===== src/rtl/decode_stage_pkg.sv =====
// Shared decode definitions: opcodes, halt FSM states and the ID/EX control bundle.
package decode_stage_pkg;

    localparam logic [5:0] OP_RTYPE = 6'h00;
    localparam logic [5:0] OP_JAL   = 6'h03;
    localparam logic [5:0] OP_ADDI  = 6'h08;
    localparam logic [5:0] OP_ANDI  = 6'h0C;
    localparam logic [5:0] OP_ORI   = 6'h0D;
    localparam logic [5:0] OP_XORI  = 6'h0E;
    localparam logic [5:0] OP_LUI   = 6'h0F;
    localparam logic [5:0] OP_LB    = 6'h20;
    localparam logic [5:0] OP_LH    = 6'h21;
    localparam logic [5:0] OP_LW    = 6'h23;
    localparam logic [5:0] OP_LBU   = 6'h24;
    localparam logic [5:0] OP_LHU   = 6'h25;
    localparam logic [5:0] OP_HALT  = 6'h3F;

    typedef enum logic [1:0] {
        ST_RUN,
        ST_DRAIN,
        ST_HALTED
    } state_e;

    typedef struct packed {
        logic       valid;
        logic [5:0] opcode;
        logic [5:0] funct;
        logic [4:0] shamt;
        logic       is_load;
        logic       reg_write;
    } id_ex_t;

    function automatic logic is_load_op(input logic [5:0] op);
        return op inside {OP_LB, OP_LH, OP_LW, OP_LBU, OP_LHU};
    endfunction

    function automatic logic is_zext_op(input logic [5:0] op);
        return op inside {OP_ANDI, OP_ORI, OP_XORI};
    endfunction

    function automatic logic is_wr_op(input logic [5:0] op);
        return (op == OP_RTYPE) || (op == OP_JAL) || is_load_op(op)
            || ((op >= OP_ADDI) && (op <= OP_LUI));
    endfunction

endpackage


===== src/rtl/decode_regfile.sv =====
// Architectural register file: two combinational reads with write-through bypass.
module decode_regfile #(
    parameter int XLEN  = 32,
    parameter int NREGS = 32,
    parameter int RA_W  = $clog2(NREGS)
) (
    input  logic            clk,
    input  logic            rst_b,
    input  logic            i_we,
    input  logic [RA_W-1:0] i_waddr,
    input  logic [XLEN-1:0] i_wdata,
    input  logic [RA_W-1:0] i_raddr_a,
    input  logic [RA_W-1:0] i_raddr_b,
    output logic [XLEN-1:0] o_rdata_a,
    output logic [XLEN-1:0] o_rdata_b
);

    logic [XLEN-1:0] r_regs [NREGS];

    always_ff @(posedge clk) begin
        if (rst_b) begin
            for (int i = 0; i < NREGS; i++) begin
                r_regs[i] <= '0;
            end
        end else if (i_we && (i_waddr != '0)) begin
            r_regs[i_waddr] <= i_wdata;
        end
    end

    always_comb begin
        o_rdata_a = r_regs[i_raddr_a];
        o_rdata_b = r_regs[i_raddr_b];
        if (i_we && (i_waddr == i_raddr_a)) begin
            o_rdata_a = i_wdata;
        end
        if (i_we && (i_waddr == i_raddr_b)) begin
            o_rdata_b = i_wdata;
        end
        // r0 wins over any bypass
        if (i_raddr_a == '0) begin
            o_rdata_a = '0;
        end
        if (i_raddr_b == '0) begin
            o_rdata_b = '0;
        end
    end

endmodule


===== src/rtl/decode_stage.sv =====
// Instruction decode stage: field split, operand read, load-use stall,
// flush handling and the halt drain FSM feeding the ID/EX register.
module decode_stage
    import decode_stage_pkg::*;
#(
    parameter int XLEN         = 32,
    parameter int NREGS        = 32,
    parameter int DRAIN_CYCLES = 3,
    parameter int RA_W         = $clog2(NREGS)
) (
    input  logic            clk,
    input  logic            rst_b,
    input  logic            in_valid,
    output logic            in_ready,
    input  logic [31:0]     inst,
    input  logic [XLEN-1:0] pc_in,
    input  logic            wb_we,
    input  logic [RA_W-1:0] wb_num,
    input  logic [XLEN-1:0] wb_data,
    input  logic            flush,
    output logic            out_valid,
    input  logic            out_ready,
    output logic [XLEN-1:0] out_pc,
    output logic [XLEN-1:0] out_rs_data,
    output logic [XLEN-1:0] out_rt_data,
    output logic [XLEN-1:0] out_imm,
    output logic [RA_W-1:0] out_rs_num,
    output logic [RA_W-1:0] out_rt_num,
    output logic [RA_W-1:0] out_rd_num,
    output logic [5:0]      out_opcode,
    output logic [5:0]      out_funct,
    output logic [4:0]      out_shamt,
    output logic            out_is_load,
    output logic            out_reg_write,
    output logic            halted
);

    localparam int CNT_W = (DRAIN_CYCLES > 1) ? $clog2(DRAIN_CYCLES) : 1;

    state_e          r_state;
    logic [CNT_W-1:0] r_cnt;
    logic            r_halted;

    id_ex_t          r_ctl;
    logic [XLEN-1:0] r_pc;
    logic [XLEN-1:0] r_rs_data;
    logic [XLEN-1:0] r_rt_data;
    logic [XLEN-1:0] r_imm;
    logic [RA_W-1:0] r_rs_num;
    logic [RA_W-1:0] r_rt_num;
    logic [RA_W-1:0] r_rd_num;

    logic [5:0]      w_opcode;
    logic [RA_W-1:0] w_rs;
    logic [RA_W-1:0] w_rt;
    logic [RA_W-1:0] w_rd;
    logic [XLEN-1:0] w_imm;
    logic [XLEN-1:0] w_rs_data;
    logic [XLEN-1:0] w_rt_data;
    logic            w_can_load;
    logic            w_stall;
    logic            w_accept;
    logic            w_rf_we;

    assign w_opcode = inst[31:26];
    assign w_rs     = RA_W'(inst[25:21]);
    assign w_rt     = RA_W'(inst[20:16]);
    assign w_rd     = RA_W'(inst[15:11]);
    assign w_imm    = is_zext_op(w_opcode)
                    ? {{(XLEN-16){1'b0}}, inst[15:0]}
                    : {{(XLEN-16){inst[15]}}, inst[15:0]};

    assign w_can_load = !r_ctl.valid || out_ready;
    assign w_stall    = r_ctl.valid && r_ctl.is_load && (r_rt_num != '0)
                     && ((r_rt_num == w_rs) || (r_rt_num == w_rt));

    // flush forces the input to be consumed so it can be dropped
    assign in_ready = flush
                   || (w_can_load && !w_stall && (r_state == ST_RUN));
    assign w_accept = in_valid && in_ready && !flush;
    assign w_rf_we  = wb_we && (r_state != ST_HALTED);

    decode_regfile #(
        .XLEN  (XLEN),
        .NREGS (NREGS),
        .RA_W  (RA_W)
    ) u_rf (
        .clk       (clk),
        .rst_b     (rst_b),
        .i_we      (w_rf_we),
        .i_waddr   (wb_num),
        .i_wdata   (wb_data),
        .i_raddr_a (w_rs),
        .i_raddr_b (w_rt),
        .o_rdata_a (w_rs_data),
        .o_rdata_b (w_rt_data)
    );

    always_ff @(posedge clk) begin
        if (rst_b) begin
            r_ctl     <= '0;
            r_pc      <= '0;
            r_rs_data <= '0;
            r_rt_data <= '0;
            r_imm     <= '0;
            r_rs_num  <= '0;
            r_rt_num  <= '0;
            r_rd_num  <= '0;
        end else if (flush) begin
            r_ctl.valid <= 1'b0;
        end else if (w_can_load) begin
            r_ctl.valid <= w_accept;
            if (w_accept) begin
                r_ctl.opcode    <= w_opcode;
                r_ctl.funct     <= inst[5:0];
                r_ctl.shamt     <= inst[10:6];
                r_ctl.is_load   <= is_load_op(w_opcode);
                r_ctl.reg_write <= (inst != '0) && is_wr_op(w_opcode);
                r_pc            <= pc_in;
                r_rs_data       <= w_rs_data;
                r_rt_data       <= w_rt_data;
                r_imm           <= w_imm;
                r_rs_num        <= w_rs;
                r_rt_num        <= w_rt;
                r_rd_num        <= w_rd;
            end
        end
    end

    always_ff @(posedge clk) begin
        if (rst_b) begin
            r_state  <= ST_RUN;
            r_cnt    <= '0;
            r_halted <= 1'b0;
        end else begin
            unique case (r_state)
                ST_RUN: begin
                    if (w_accept && (w_opcode == OP_HALT)) begin
                        r_state <= ST_DRAIN;
                        r_cnt   <= CNT_W'(DRAIN_CYCLES - 1);
                    end
                end
                ST_DRAIN: begin
                    if (r_cnt == '0) begin
                        r_state  <= ST_HALTED;
                        r_halted <= 1'b1;
                    end else begin
                        r_cnt <= r_cnt - 1'b1;
                    end
                end
                ST_HALTED: begin
                    r_halted <= 1'b1;
                end
                default: begin
                    r_state <= ST_RUN;
                end
            endcase
        end
    end

    assign out_valid     = r_ctl.valid;
    assign out_pc        = r_pc;
    assign out_rs_data   = r_rs_data;
    assign out_rt_data   = r_rt_data;
    assign out_imm       = r_imm;
    assign out_rs_num    = r_rs_num;
    assign out_rt_num    = r_rt_num;
    assign out_rd_num    = r_rd_num;
    assign out_opcode    = r_ctl.opcode;
    assign out_funct     = r_ctl.funct;
    assign out_shamt     = r_ctl.shamt;
    assign out_is_load   = r_ctl.is_load;
    assign out_reg_write = r_ctl.reg_write;
    assign halted        = r_halted;

endmodule

===== config.mk =====
export PLATFORM = sky130hd
export DESIGN_NAME = decode_stage
export DESIGN_NICKNAME = d
export VERILOG_FILES = /design/src/rtl/decode_stage_pkg.sv /design/src/rtl/decode_regfile.sv /design/src/rtl/decode_stage.sv
export SDC_FILE = /design/constraint.sdc
export NUM_CORES = 2
export LEC_CHECK = 0
export BUFFER_PORTS_ARGS = -buffer_cell sky130_fd_sc_hd__buf_2
export CORE_MARGIN = 2
export CORE_UTILIZATION = 55
export DETAILED_ROUTE_END_ITERATION = 10
export PLACE_DENSITY = 0.8
export SETUP_SLACK_MARGIN = 0.5
export SYNTH_ARGS = -nofsm -noshare
export SYNTH_HDL_FRONTEND = slang
export SYNTH_HIERARCHICAL = 1
export SYNTH_SLANG_ARGS = --single-unit

===== constraint.sdc =====
create_clock -name clk -period 5.1 [get_ports clk]
set_input_delay 1.53 -clock clk [delete_from_list [all_inputs] [get_ports clk]]
set_output_delay 1.53 -clock clk [all_outputs]
set_load 0.01 [all_outputs]

======== Word-level counts from Yosys, hierarchy flattened ========
Memory sizes are Yosys's and may differ from the RTL's.
Cells that the tools add are included.
operators by class
  reductions and logical operators ........ 41
  magnitude comparators ................... 2
  equal/unequal tests ..................... 20
  bitwise gates (word level) .............. 2
  mux-type cells .......................... 21
  add/sub/neg operators ................... 1
operators by type and width
  cell                                                                count
  2-to-1 mux 32 bit                                                   6
  equality test 6 bit (second input constant)                         6
  nonzero test 32 bit                                                 1
  OR reduction 32 bit                                                 1
  equality test 5 bit                                                 4
  equality test 6 x 4 -> 1 bit (second input constant)                3
  nonzero test 5 bit                                                  3
  logical AND 1 bit                                                   14
  logical NOT 5 bit                                                   2
  AND reduction 3 bit                                                 3
  2-to-1 mux 2 bit                                                    4
  2-to-1 mux 1 bit                                                    7
  equality test 6 x 2 -> 1 bit (second input constant)                1
  greater-or-equal comparator 6 x 4 -> 1 bit (second input constant)  1
  <= comparator 6 x 4 -> 1 bit (second input constant)                1
  logical NOT 6 bit                                                   1
  logical OR 1 bit                                                    6
  inequality test 2 bit (second input constant)                       3
  one-hot mux 2 bit (3 select lines)                                  1
  2-to-1 mux 5 bit                                                    1
  logical NOT 2 bit                                                   2
  one-hot mux 2 bit (2 select lines)                                  1
  nonzero test 2 bit                                                  2
  logical NOT 1 bit                                                   3
  9 further kinds                                                     10
word-level totals
  output and inout bits ................... 165
  memories ................................ 1
  word-level logic and storage cells ...... 104
  input bits .............................. 107
  bits in writable memories ............... 1024
  register bits after elaboration ......... 168
memories
  memory       depth  width  rd ports  clocked after Yosys merged registers in  wr ports  RTL line              text
  u_rf.r_regs  32     32     2         0                                        32        decode_regfile.sv:18  logic [XLEN-1:0] r_regs [NREGS];

======== Logic depth before layout (Yosys ltp) ========
  depth after elaboration ................. 12
  depth in mapped cells ................... 12

======== Cells and area by module ========
The synthesis kept the hierarchy.
modules (own cells, without submodules)
  module          area an instance (um^2)  instances  seq. area each (um^2)  cells an instance
  decode_regfile  54722.5                  1          30749.5                3740
  decode_stage    6767.7                   1          2742.6                 671

======== Worst setup path after synthesis ========
No wires, ideal clock.
  kind .................................... input-to-output
  start point ............................. input port inst[25]
  end point ............................... output port in_ready
  stages on the path ...................... 5
  data required time ...................... 3570 ps
  arrival ................................. 2274 ps
  path slack .............................. 1296 ps
  path buffers ............................ 0
  cell sequence ........................... xor2_1 > nor3_1 > a22oi_1 > o21ai_0 > nand2b_1
between the ends
  longest elaborated chain between the ends .. 7
RTL lines
  item                             RTL line            text
  start: declaration               decode_stage.sv:15  input logic [31:0] inst,
  equality test 5 bit              decode_stage.sv:75  && ((r_rt_num == w_rs) || (r_rt_num == w_rt));
  logical OR 1 bit                 decode_stage.sv:75
  logical AND 1 bit                decode_stage.sv:75
  logical NOT 1 bit                decode_stage.sv:79  || (w_can_load && !w_stall && (r_state == ST_RUN));
  logical AND 1 bit (2 in series)  decode_stage.sv:79
  logical OR 1 bit                 decode_stage.sv:79
  end: declaration                 decode_stage.sv:14  output logic in_ready,
No other way between the ends.

======== Worst setup path in the final report ========
  start point ............................. input port inst[19]
  end point ............................... output port in_ready
The elaborated chain is that of the path after synthesis.

==> key figures <==
STA
  – Final period utilization: 86.7%
  – Max-slew headroom: 18.5%
  – Post-route setup TNS: 0 ps
  – Pins Over Slew Limit: 0
  – Tmin final: 4420 ps
  – Unrepaired setup endpoints after global routing: no
  – Slew @ Worst Pin: 1220 ps
  – Final Hold Vio Count: 0
  – Achievable Freq: 226 MHz
  – Setup-failing EPs final: 0
  – Clock skew: 35.1 ps

CTS
  – Clk_lat worst skew: 750 ps
  – CTS sink cnt: 1161
  – Postcts setup bufs: 0
  – Post-CTS Resized: 0
  – Num CTS Buffers: 120
  – Reg clk slew, reported paths: 60 ps
  – Maximum clock path buffer count: 3
  – CTS root buffer: clkbuf_16
  – H-tree levels: 3
  – Hold-fix buffers, CTS: 0
  – TritonCTS clock tree: done

Route
  – Final ANT Viol Nets: 0
  – DR DRC count: 0
  – Final wirelength: 211000 um
  – DR vias: 43031
  – Vias per std cell: 7.01
  – Pre-antenna DRT Iters: 7
  – Iter 0 DRT Violations: 7186
  – DR WL/cell: 34.4 um

Floorplan
  – Die ar.: 114000 um^2
  – IO Pins: 272
  – Chip height: 338 um
  – Core area: 111000 um^2
  – Row count: 122
  – Starting density of the core: 55.5%
  – Die Wd: 338 um

Final layout
  – Area delta synth->final: 11.6%
  – Design Area, Final: 68600 um^2
  – Area of the multi-input gates: 26000 um^2
  – Storage cell area: 33500 um^2
  – Nets: 4631
  – Layout cell share with drive strength beyond 1: 24.3%
  – Filler Cells Inserted: 8059

Pwr
  – Leak: 0.0257 uW
  – Worst vdd ir: 347 uV
  – PwrDens: 329 nW/um^2

Synth
  – Area leader, netlist: edfxtp_1
  – Async SR Flop Fraction: 0%
  – Register area share after synthesis: 54.5%
  – Avg Cell Area, Syn: 13.9 um^2
  – Number of synthesized register bits: 1161
  – Top FF cell, synth: edfxtp_1
  – Count leader, synth: edfxtp_1
  – Mapped Cells: 4411
  – Syn Std Cell Area: 61500 um^2
  – Post-synth cell types: 64
  – Post-synth EDFFs: 1024
  – Most frequent cells after synthesis: 1024 x edfxtp_1, 995 x and2_1, 411 x mux2i_1
  – Ys Warns: 6
  – Yosys top cell area share: 50.0%
  – Synth area leaders: edfxtp_1 50%, mux4_2 14%, and2_1 10%

Place
  – Post-detail-place hpwl: 125000 um
  – Area post-placement: 64500 um^2
  – Routability cong.: 0.942
  – Port Buf Inserts: 271

Setup path
  – Worst EP arrival: 2890 ps
  – Worst setup path category: in2out
  – CP endpoint kind: output pin
  – Worst setup SP type: input pin
  – Crit Path Max Fanout: 8
  – Critical Path RT: 3570 ps

GRT
  – Grt total ovfl: 0
  – Number of global-route vias before repair: 42467
  – First-pass GRT wire length: 297000 um
  – Global Route Usage Sum: 36.1%
  – Largest net degree at the start of global routing: 130
  – Initial antenna violation count: 25

Min path
  – Hold Crit Class: reg2reg

Run status
  – Outcome: complete, no violations

Flow run
  – Total of max-cap violations: 0
## critical path, stage by stage
cell and delay, ps:
buf_2 360, xor2_1 200, nor3_1 80, a22oi_1 320
o21ai_0 170, nand2b_1 100, buf_2 130
## flip-flops by register name, summed over array words and instances (netlist names), 2 cells and up
register     count
out_opcode       6
out_shamt        4
r_state          2
out_rs_data     32
r_cnt            2
out_rt_data     32
out_funct        5
out_rs_num       5
u_rf/r_regs   1024
out_pc          32
out_imm          8
out_rt_num       5
## worst paths after layout
check                   from             endpoint  slack [ps]  cells past startpoint
hold reg to reg       halted               halted         460                      2
setup reg to reg  r_state[0]  u_rf/r_regs[20][27]        1820                      8
hold / removal        halted               halted         460                      2
setup / recovery    inst[19]             in_ready         680                      7
## cell type report
cell class	count	area share, %
clock inverters	64	1.04
multi-input cells	2786	37.9
clock buffers	165	4.83
well taps	1488	2.71
diodes	17	0.0620
inverters	6	0.0328
repair buffers	448	4.65
flip-flops and latches	1161	48.8
## placed cells by master (no fill, tap or decap), types with 7 or more instances in the layout
| cell type | Yosys | layout |
|---|---|---|
| nand2_1 | 36 | 36 |
| a32oi_1 | 9 | 9 |
| o221ai_1 | 43 | 43 |
| a211oi_1 | 9 | 9 |
| o211ai_1 | 11 | 11 |
| o21ai_0 | 10 | 9 |
| clkbuf_16 | 0 | 120 |
| bufinv_16 | 0 | 12 |
| a2111oi_0 | 25 | 25 |
| nand3_1 | 15 | 15 |
| a22oi_1 | 134 | 134 |
| nand2b_1 | 265 | 265 |
| diode_2 | 0 | 17 |
| mux4_2 | 388 | 388 |
| o221a_2 | 18 | 18 |
| nand3b_1 | 7 | 7 |
| clkinv_1 | 0 | 16 |
| clkbuf_1 | 334 | 31 |
| clkbuf_8 | 0 | 14 |
| dfxtp_1 | 137 | 137 |
| a31oi_1 | 8 | 8 |
| o22ai_1 | 41 | 41 |
| or2_2 | 33 | 33 |
| clkinv_2 | 0 | 22 |
| conb_1 | 1 | 32 |
| xor2_1 | 10 | 10 |
| buf_2 | 69 | 263 |
| nor2_2 | 0 | 9 |
| a221o_1 | 13 | 13 |
| a22o_1 | 55 | 55 |
| buf_4 | 53 | 144 |
| buf_12 | 13 | 36 |
| and2_1 | 995 | 994 |
| nor2_4 | 0 | 26 |
| edfxtp_1 | 1024 | 1024 |
| nor2_1 | 49 | 14 |
| mux2i_1 | 411 | 411 |
| xnor2_1 | 10 | 10 |
| a21oi_1 | 81 | 81 |
## layer usage
metal / wire (um) / vias to the layer above / global-route usage [%] / share of wire (%)
met5: 72 / - / 0 / 0.034
li1: - / 16875 / - / -
met3: 34900 / 1035 / 13.1 / 17
met4: 16100 / 12 / 22.5 / 7.7
met1: 68900 / 20978 / 45.1 / 33
met2: 90800 / 4131 / 53.6 / 43
## through the flow
stage                     total power (uW)  setup slack, ps  cells  util (%)  hold slack [ps]
final                                22600              680   6135      61.9              465
after global routing                 23000              594   6125      61.9              484
after CTS                            22500              729   6118      61.9              466
after detailed placement             13600              724   5889      58.2              456
after global placement               13600              719   5889      58.2              455
after floorplan                      12600             1300   4442         -              452
## report_power, final
group | switching, uW | internal [uW] | total (uW) | leakage, uW
registers | 227 | 10700 | 10900 | 0.0116
logic | 1600 | 1020 | 2610 | 0.0121
clock network | 3860 | 5160 | 9020 | 0.00196
## cells by family (layout without fill, tap and decap cells)
| kind of cell | after synthesis | in the layout | share of synthesized area, % |
|---|---|---|---|
| AOI/OAI and AO/OA | 487 | 487 | 5.97 |
| xor gates and xnor gates | 20 | 20 | 0.285 |
| adders and majority gates | 1 | 1 | 0.0203 |
| buffers and inverters | 495 | 683 | 3.91 |
| DFF | 1161 | 1161 | 54.5 |
| muxes | 805 | 805 | 21.0 |
| other | 1 | 49 | 0.00610 |
| and+or+nand+nor | 1441 | 1441 | 14.3 |
No activity file was read; power rests on OpenSTA's default activity.
